$ cat src/rtl/controlador_de_senha.sv
// controlador_de_senha: PIN-entry sequencer with confirm/backspace/clear, failure counting and timed lockout.
// Optional inactivity timeout in ENTRY is enabled by defining INACTIVITY_TIMEOUT_EN.
module controlador_de_senha #(
    parameter int PIN_LEN     = 4,
    parameter int MAX_FAIL    = 3,
    parameter int LOCKOUT_CYC = 5000,
    parameter int TIMEOUT_CYC = 1000
) (
    input  logic                         clk,
    input  logic                         rst,
    input  logic                         tecla_valid,
    input  logic [3:0]                   tecla_value,
    input  logic [4*PIN_LEN-1:0]         pin_ref,
    output logic                         unlock,
    output logic                         fail,
    output logic                         locked,
    output logic                         timeout,
    output logic [$clog2(PIN_LEN+1)-1:0] digit_count
);
    localparam int CW = $clog2(PIN_LEN+1);
    localparam int FW = $clog2(MAX_FAIL+1);
    localparam int LW = $clog2(LOCKOUT_CYC);
    typedef enum logic [1:0] {IDLE, ENTRY, CHECK, LOCKOUT} state_t;
    state_t               r_st, w_st;
    logic [CW-1:0]        r_cnt, w_cnt;
    logic [4*PIN_LEN-1:0] r_buf, w_buf, w_wr;
    logic [FW-1:0]        r_fails, w_fails, w_fails_inc;
    logic [LW-1:0]        r_lk, w_lk;
    logic                 r_unlock, w_unlock, r_fail, w_fail, r_to, w_to;
    logic                 w_dig, w_a, w_b, w_c;
`ifdef INACTIVITY_TIMEOUT_EN
    localparam int TW = $clog2(TIMEOUT_CYC+1);
    logic [TW-1:0]        r_tmr, w_tmr;
`endif
    assign w_dig = tecla_valid && (tecla_value <= 4'h9);
    assign w_a   = tecla_valid && (tecla_value == 4'hA);
    assign w_b   = tecla_valid && (tecla_value == 4'hB);
    assign w_c   = tecla_valid && (tecla_value == 4'hC);
    assign w_fails_inc = (r_fails == FW'(MAX_FAIL)) ? r_fails : r_fails + 1'b1;
    // Digit k of the entry lands in the nibble that pin_ref uses for digit k (first digit in the MSBs).
    always_comb begin
        w_wr = r_buf;
        for (int i = 0; i < PIN_LEN; i++)
            if (r_cnt == CW'(i)) w_wr[4*(PIN_LEN-1-i) +: 4] = tecla_value;
    end
    always_comb begin
        w_st     = r_st;
        w_cnt    = r_cnt;
        w_buf    = r_buf;
        w_fails  = r_fails;
        w_lk     = '0;
        w_unlock = 1'b0;
        w_fail   = 1'b0;
        w_to     = 1'b0;
`ifdef INACTIVITY_TIMEOUT_EN
        w_tmr    = '0;
`endif
        unique case (r_st)
            IDLE: begin
                if (w_dig) begin
                    w_buf = w_wr;
                    w_cnt = CW'(1);
                    w_st  = ENTRY;
                end
            end
            ENTRY: begin
                if (w_dig) begin
                    w_buf = (r_cnt < CW'(PIN_LEN)) ? w_wr : r_buf;
                    w_cnt = (r_cnt < CW'(PIN_LEN)) ? r_cnt + 1'b1 : r_cnt;
                end else if (w_b) begin
                    w_cnt = r_cnt - 1'b1;
                    w_st  = (r_cnt == CW'(1)) ? IDLE : ENTRY;
                end else if (w_c) begin
                    w_cnt = '0;
                    w_buf = '0;
                    w_st  = IDLE;
                end else if (w_a) begin
                    w_st  = CHECK;
                end
`ifdef INACTIVITY_TIMEOUT_EN
                // Any key event, even an ignored one, restarts the timer and wins over expiry.
                w_tmr = tecla_valid ? '0 : r_tmr + 1'b1;
                if (!tecla_valid && r_tmr == TW'(TIMEOUT_CYC-1)) begin
                    w_tmr = '0;
                    w_cnt = '0;
                    w_buf = '0;
                    w_to  = 1'b1;
                    w_st  = IDLE;
                end
`endif
            end
            CHECK: begin
                w_cnt = '0;
                w_buf = '0;
                if (r_cnt == CW'(PIN_LEN) && r_buf == pin_ref) begin
                    w_unlock = 1'b1;
                    w_fails  = '0;
                    w_st     = IDLE;
                end else begin
                    w_fail  = 1'b1;
                    w_fails = w_fails_inc;
                    w_st    = (w_fails_inc == FW'(MAX_FAIL)) ? LOCKOUT : IDLE;
                end
            end
            LOCKOUT: begin
                w_lk = r_lk + 1'b1;
                if (r_lk == LW'(LOCKOUT_CYC-1)) begin
                    w_lk    = '0;
                    w_fails = '0;
                    w_st    = IDLE;
                end
            end
            default: w_st = IDLE;
        endcase
    end
    always_ff @(posedge clk or negedge rst) begin
        if (!rst) begin
            r_st     <= IDLE;
            r_cnt    <= '0;
            r_buf    <= '0;
            r_fails  <= '0;
            r_lk     <= '0;
            r_unlock <= 1'b0;
            r_fail   <= 1'b0;
            r_to     <= 1'b0;
        end else begin
            r_st     <= w_st;
            r_cnt    <= w_cnt;
            r_buf    <= w_buf;
            r_fails  <= w_fails;
            r_lk     <= w_lk;
            r_unlock <= w_unlock;
            r_fail   <= w_fail;
            r_to     <= w_to;
        end
    end
`ifdef INACTIVITY_TIMEOUT_EN
    always_ff @(posedge clk or negedge rst) begin
        if (!rst) r_tmr <= '0;
        else      r_tmr <= w_tmr;
    end
    assign timeout = r_to;
`else
    assign timeout = r_to & (TIMEOUT_CYC > 0);
`endif
    assign unlock      = r_unlock;
    assign fail        = r_fail;
    assign locked      = (r_st == LOCKOUT);
    assign digit_count = r_cnt;
endmodule

$ cat config.mk
export PLATFORM = sky130hd
export DESIGN_NAME = controlador_de_senha
export DESIGN_NICKNAME = d
export VERILOG_FILES = /design/src/rtl/controlador_de_senha.sv
export SDC_FILE = /design/constraint.sdc
export NUM_CORES = 1
export LEC_CHECK = 0
export ABC_CLOCK_PERIOD_IN_PS = 5690
export CAP_MARGIN = 25
export CORE_UTILIZATION = 40
export CTS_CLUSTER_DIAMETER = 30
export DETAILED_ROUTE_END_ITERATION = 16
export PLACE_DENSITY = 0.67
export RECOVER_POWER = 50
export SETUP_SLACK_MARGIN = 0.2
export SLEW_MARGIN = 20
export SYNTH_ARGS = -nofsm -noshare
export SYNTH_HDL_FRONTEND = slang
export SYNTH_SLANG_ARGS = --single-unit
$ cat constraint.sdc
create_clock -name clk -period 5.69 [get_ports clk]
set_input_delay 0.8535 -clock clk [delete_from_list [all_inputs] [get_ports clk]]
set_output_delay 0.8535 -clock clk [all_outputs]
set_load 0.02 [all_outputs]
Yosys cells after proc, flatten, opt, wreduce, memory -nomap -nowiden
Cells that the tools add are included.

Bits in registers: 38. Bits in latches: 0. Bits in writable memories: 0. ROM bits: 0. Input port bits: 23. Output and inout port bits: 7. Logic and storage cells: 83. Memories: 0.

Add/subtract/negate cells: 4. Multiply operators: 0. Div/mod/pow operators: 0. $lt $le $gt $ge: 2. Equal/unequal tests: 22. Shifts and indexed selects: 0. Muxes and demuxes: 35. Bitwise operators: 0. Reduce and logical (&&, ||, !) cells: 13.

Operator list (count): two-way mux 16 bit (5); one-hot mux 16 bit (3 select lines) (1); two-way mux 13 bit (2); two-way mux 2 bit (10); equality test 16 bit (1); two-way mux 4 bit (4); two-way mux 3 bit (5); adder 13 x 1 -> 13 bit (second input constant) (1); equality test 13 bit (second input constant) (1); equality test 4 bit (second input constant) (3); != test 3 bit (second input constant) (3); one-hot mux 3 bit (3 select lines) (1); equality test 2 bit (second input constant) (4); != test 4 bit (second input constant) (2); one-hot mux 2 bit (4 select lines) (1); AND reduction 4 bit (2); equality test 3 x 2 -> 1 bit (second input constant) (2); logical AND 1 bit (5); two-way mux 1 bit (5); AND reduction 5 bit (1); less-or-equal comparator 4 bit (second input constant) (1); != test 2 bit (second input constant) (2); one-hot mux 2 bit (2 select lines) (1); adder 3 x 1 -> 3 bit (second input constant) (1); other kinds (12) (12).

Longest topological paths before layout
Depth after elaboration: 7. Gate-level depth with buffers: 9. Mapped depth without buffers: 6.

Least setup slack after synthesis
No wires, ideal clock.

Kind: input -> register. Start point: input port tecla_value[0]. End point: register r_buf[12]. Library setup time: 119 ps. Arrival: 2087 ps. Data required time: 5571 ps. Slack: 3485 ps. Cell stages on the path: 6. Buffers on the path: 1. Cells stage by stage: clkbuf_2 a21oi_1 o21ai_2 a2111oi_4 mux2i_1 nor2_2.

Word-level cells in the longest chain between the ends: 4. Elaborated cells between the ends (all ways): 16. Those cells by class: order compare (1); eq/ne (6); mux (5); reduce/logical (4).

RTL lines: start: declaration (RTL line 12) `input logic [3:0] tecla_value,`; less-or-equal comparator 4 bit (tied with other cells) (RTL line 35) `assign w_dig = tecla_valid && (tecla_value <= 4'h9);`; logical AND 1 bit (tied with other cells) (RTL line 35); != test 3 bit (no line) (tied with other cells); AND reduction 5 bit (no line) / one-hot mux 16 bit (3 select lines) (equally long branches); end signal: assignment (RTL line 129) `r_buf <= w_buf;`; end: declaration (RTL line 26) `logic [4*PIN_LEN-1:0] r_buf, w_buf, w_wr;`.

Several ways; a longest one is shown, not always the timed one. The select of a mux whose other input is x is not followed. A chain may end at the register's enable or synchronous reset.

Worst setup path in the final report
Start point: input port tecla_value[1]. End point: register r_cnt[0], in the netlist digit_count[0].

Word-level cells in the longest chain between the ends: 5. Elaborated cells between the ends (all ways): 13. Those cells by class: order compare (1); eq/ne (5); mux (3); reduce/logical (4).

RTL lines: branches (longest 5 deep; another with less-or-equal comparator 4 bit); end signal: assignment (RTL line 128) `r_cnt <= w_cnt;`; end: declaration (RTL line 25) `logic [CW-1:0] r_cnt, w_cnt;`.

Several ways; the timed one is not identified.

==> metrics.md <==
| Metric | Value |
|---|---|
| Mapped Cells | `225` |
| Hold buffer count at cts | `0` |
| Pint | `just under 700 µW` |
| Final Max Tran Viols | `39` |
| Post-CTS sizing | `0` |
| 1st-pass router iterations | `5` |
| Final Instance Area | `about 2700 µm²` |
| Setup Fix Bufs, Post-CTS | `0` |
| Power share of the combinational group | `0.493` |
| Final cell count without fillers | `~330` |
| Total clock sinks | `38` |
| Site row count | `27` |
| I/O pin cnt | `30` |
| Synth Cell Area | `approximately 2300 µm²` |
| Failing checks | `max-capacitance violations, max-slew violations` |
| YS warnings | `0` |
| RSZ-0062 raised after global routing | `false` |
| PwrDens | `426 nW/µm²` |
| Synth cell types | `54` |
| Die footprint | `around 6100 µm²` |
| Nets | `286` |
| Worst Path Required | `5880 ps` |
| Rel. slew slack | `-0.335` |
| Highest metal used | `met4` |
| Startpoint type of the worst setup path | `input port` |
| Switching Fraction | `0.413` |
| RePlAce Congestion | `between 0.7 and 0.8` |
| Reg clk slew, reported paths | `80 ps` |
| Antenna violations before repair | `0` |
| Vias in the first global route | `around 1700` |
| Critical path type | `input port to flip-flop` |
| Port Buffers | `28` |
| P_sw | `between 400 and 500 µW` |
| Max H-tree Level | `2` |
| Die Height | `between 70 and 80 µm` |
| Top FF cell, synth | `dfrtp_1` |
| Yosys reg bits | `38` |
| Longest Clk Path Bufs | `2` |
| P_leak | `roughly 1.1 nW` |
| VDD IR max | `0.195 mV` |
| Placed cells | `between 300 and 400` |
| Ant. Diodes | `0` |
| Average wire per standard cell | `between 10 and 15 µm` |
| Status | `complete, but fails checks` |
| Period utilization | `0.479` |
| Die Wd | `78.3 µm` |
| CTS tree | `built` |
| Sequential power share | `0.339` |
| Total negative slack | `0 ps` |
| Syn-to-layout area delta | `17.4%` |
| Worst-Margin Slew | `between 2000 and 2500 ps` |
| Area of placed instances | `2640 µm²` |
| Total CTS buffers | `5` |
| First-pass GRT wire length | `approximately 8100 µm` |
| Maxcap violations | `1` |
| Residual DRC count | `0` |
| Wire length on met1 | `around 2300 µm` |
| Crit. End Element | `flip-flop` |
| Routed wire length on met3 | `about 160 µm` |
| Core Footprint | `5570 µm²` |
| Clk_lat worst skew | `roughly 300 ps` |
| Endpoints failing setup | `0` |
| Post-synth EDFFs | `0` |
| Worst Hold Class | `flip-flop to flip-flop` |
| Met2 Wirelength | `between 2000 and 2500 µm` |
| Largest net degree at the start of global routing | `39` |
| Net count after synthesis | `between 200 and 300` |
| Most frequent cells in the layout | `dfrtp_1 (38), clkdlybuf4s50_1 (27), nor2_1 (25)` |
| Clock Power Share | `0.168` |
| Crit Path Max Fanout | `8` |
| Post-DRT Antenna Nets | `0` |
| Sequential element share of the synthesized area | `0.408` |
| Ys async rst share | `1.00` |
| Total track usage | `0.171` |
| Total number of vias | `roughly 1700` |
| Avg Cell Area, Syn | `10.3 µm²` |
| Most common cell after layout, fill and taps aside | `dfrtp_1` |
| Final hold violation count | `0` |
| Final wirelength | `approximately 4600 µm` |
| GRT overflow | `0` |
| Max Freq | `367 MHz` |
| Avg Vias per Cell | `~5.3` |
| Final Critical Period | `2720 ps` |
| Layout cell share with drive strength beyond 1 | `0.0870` |
| Starting Density | `0.418` |
| Critical Path AT | `2910 ps` |
| Setup Skew | `6.38 ps` |
| Initial DRC Count | `40` |
| CTS root buffer | `clkbuf_8` |
| DP Wirelength | `about 3300 µm` |
==> path summary, 6_finish.rpt <==
check	cells after the start	slack [ps]	endpoint	start
worst max register to register	6	3170	r_buf[7]$_DFFE_PN0P_	r_st[1]$_DFFE_PN0P_
min in group asynchronous	1	1120	r_lk[11]$_DFF_PN0_	rst
worst max-delay path	6	2970	digit_count[0]$_DFFE_PN0P_	tecla_value[1]
worst min register to register	1	460	r_lk[0]$_DFF_PN0_	r_lk[0]$_DFF_PN0_
max in group asynchronous	1	3430	r_buf[4]$_DFFE_PN0P_	rst
worst min-delay path	1	460	r_lk[0]$_DFF_PN0_	r_lk[0]$_DFF_PN0_
==> kinds of logic (layout without fill, tap and decap cells) <==
logic type,count (synthesis),after routing,share of synthesized area
and+or+nand+nor,72,72,0.156
AOI/OAI and AO/OA,43,43,0.165
DFF,38,38,0.408
xor gates and xnor gates,27,27,0.102
buffers and inverters,17,45,0.0381
muxes,16,16,0.0699
adders and majority gates,11,11,0.0591
other,1,1,0.00161
==> power groups by stage <==
stage / clock network [mW] / registers (mW) / logic [mW]
finish: 0.196 / 0.394 / 0.574
global route: 0.214 / 0.405 / 0.637
CTS: 0.203 / 0.395 / 0.580
detailed placement: 0 / 0.399 / 0.578
global placement: 0 / 0.399 / 0.571
floorplan: 0 / 0.399 / 0.463
==> cell type report <==
type	instances	area [µm²]
fillers	525	2840
clock inverters	2	12.5
flip-flops and latches	38	951
repair buffers	28	274
well taps	72	90.1
multi-input cells	170	1290
clock buffers	6	82.6
inverters	9	33.8
==> Yosys cell counts (all sizes together), types with 3 or more instances <==
cell type,number,share of area
dfrtp,38,0.41
nor2,26,0.043
xnor2,20,0.075
mux2i,14,0.060
nand2,13,0.021
nand3,13,0.028
ha,11,0.059
inv,9,0.015
o21ai,9,0.023
a21oi,8,0.022
xor2,7,0.026
buf,5,0.018
and3,4,0.011
a2111oi,3,0.035
a211oi,3,0.0097
and2,3,0.0091
clkbuf,3,0.0054
nand4,3,0.0081
nor3,3,0.011
==> stage by stage <==
| step | hold WS (ps) | worst slack (ps) | util | total power, mW |
|---|---|---|---|---|
| detailed placement | 451 | 2660 | 0.473 | 0.977 |
| CTS | 462 | 2970 | 0.490 | 1.18 |
| global placement | 451 | 2640 | 0.473 | 0.970 |
| global route | 491 | 2850 | 0.490 | 1.26 |
| finish | 456 | 2970 | 0.490 | 1.16 |
| floorplan | 433 | 3480 | - | 0.862 |
==> critical path, cell delays in order <==
cell and delay (ps):
clkdlybuf4s50_1 580, o21ai_2 320, a21boi_4 150, a311o_1 460, a21oi_4 210, mux2_1 330
==> registers in the layout, indices dropped and copies added (netlist names) <==
signal and count:
r_lk 13, r_fails 2, r_buf 16, fail 1
unlock 1, digit_count 3, r_st 2
==> routing by layer <==
metal,up-vias,track usage
li1,850,-
met5,-,0
met1,828,0.226
met4,0,0.0500
met3,6,0.0407
met2,27,0.279
(Power assumes the default switching activity.)
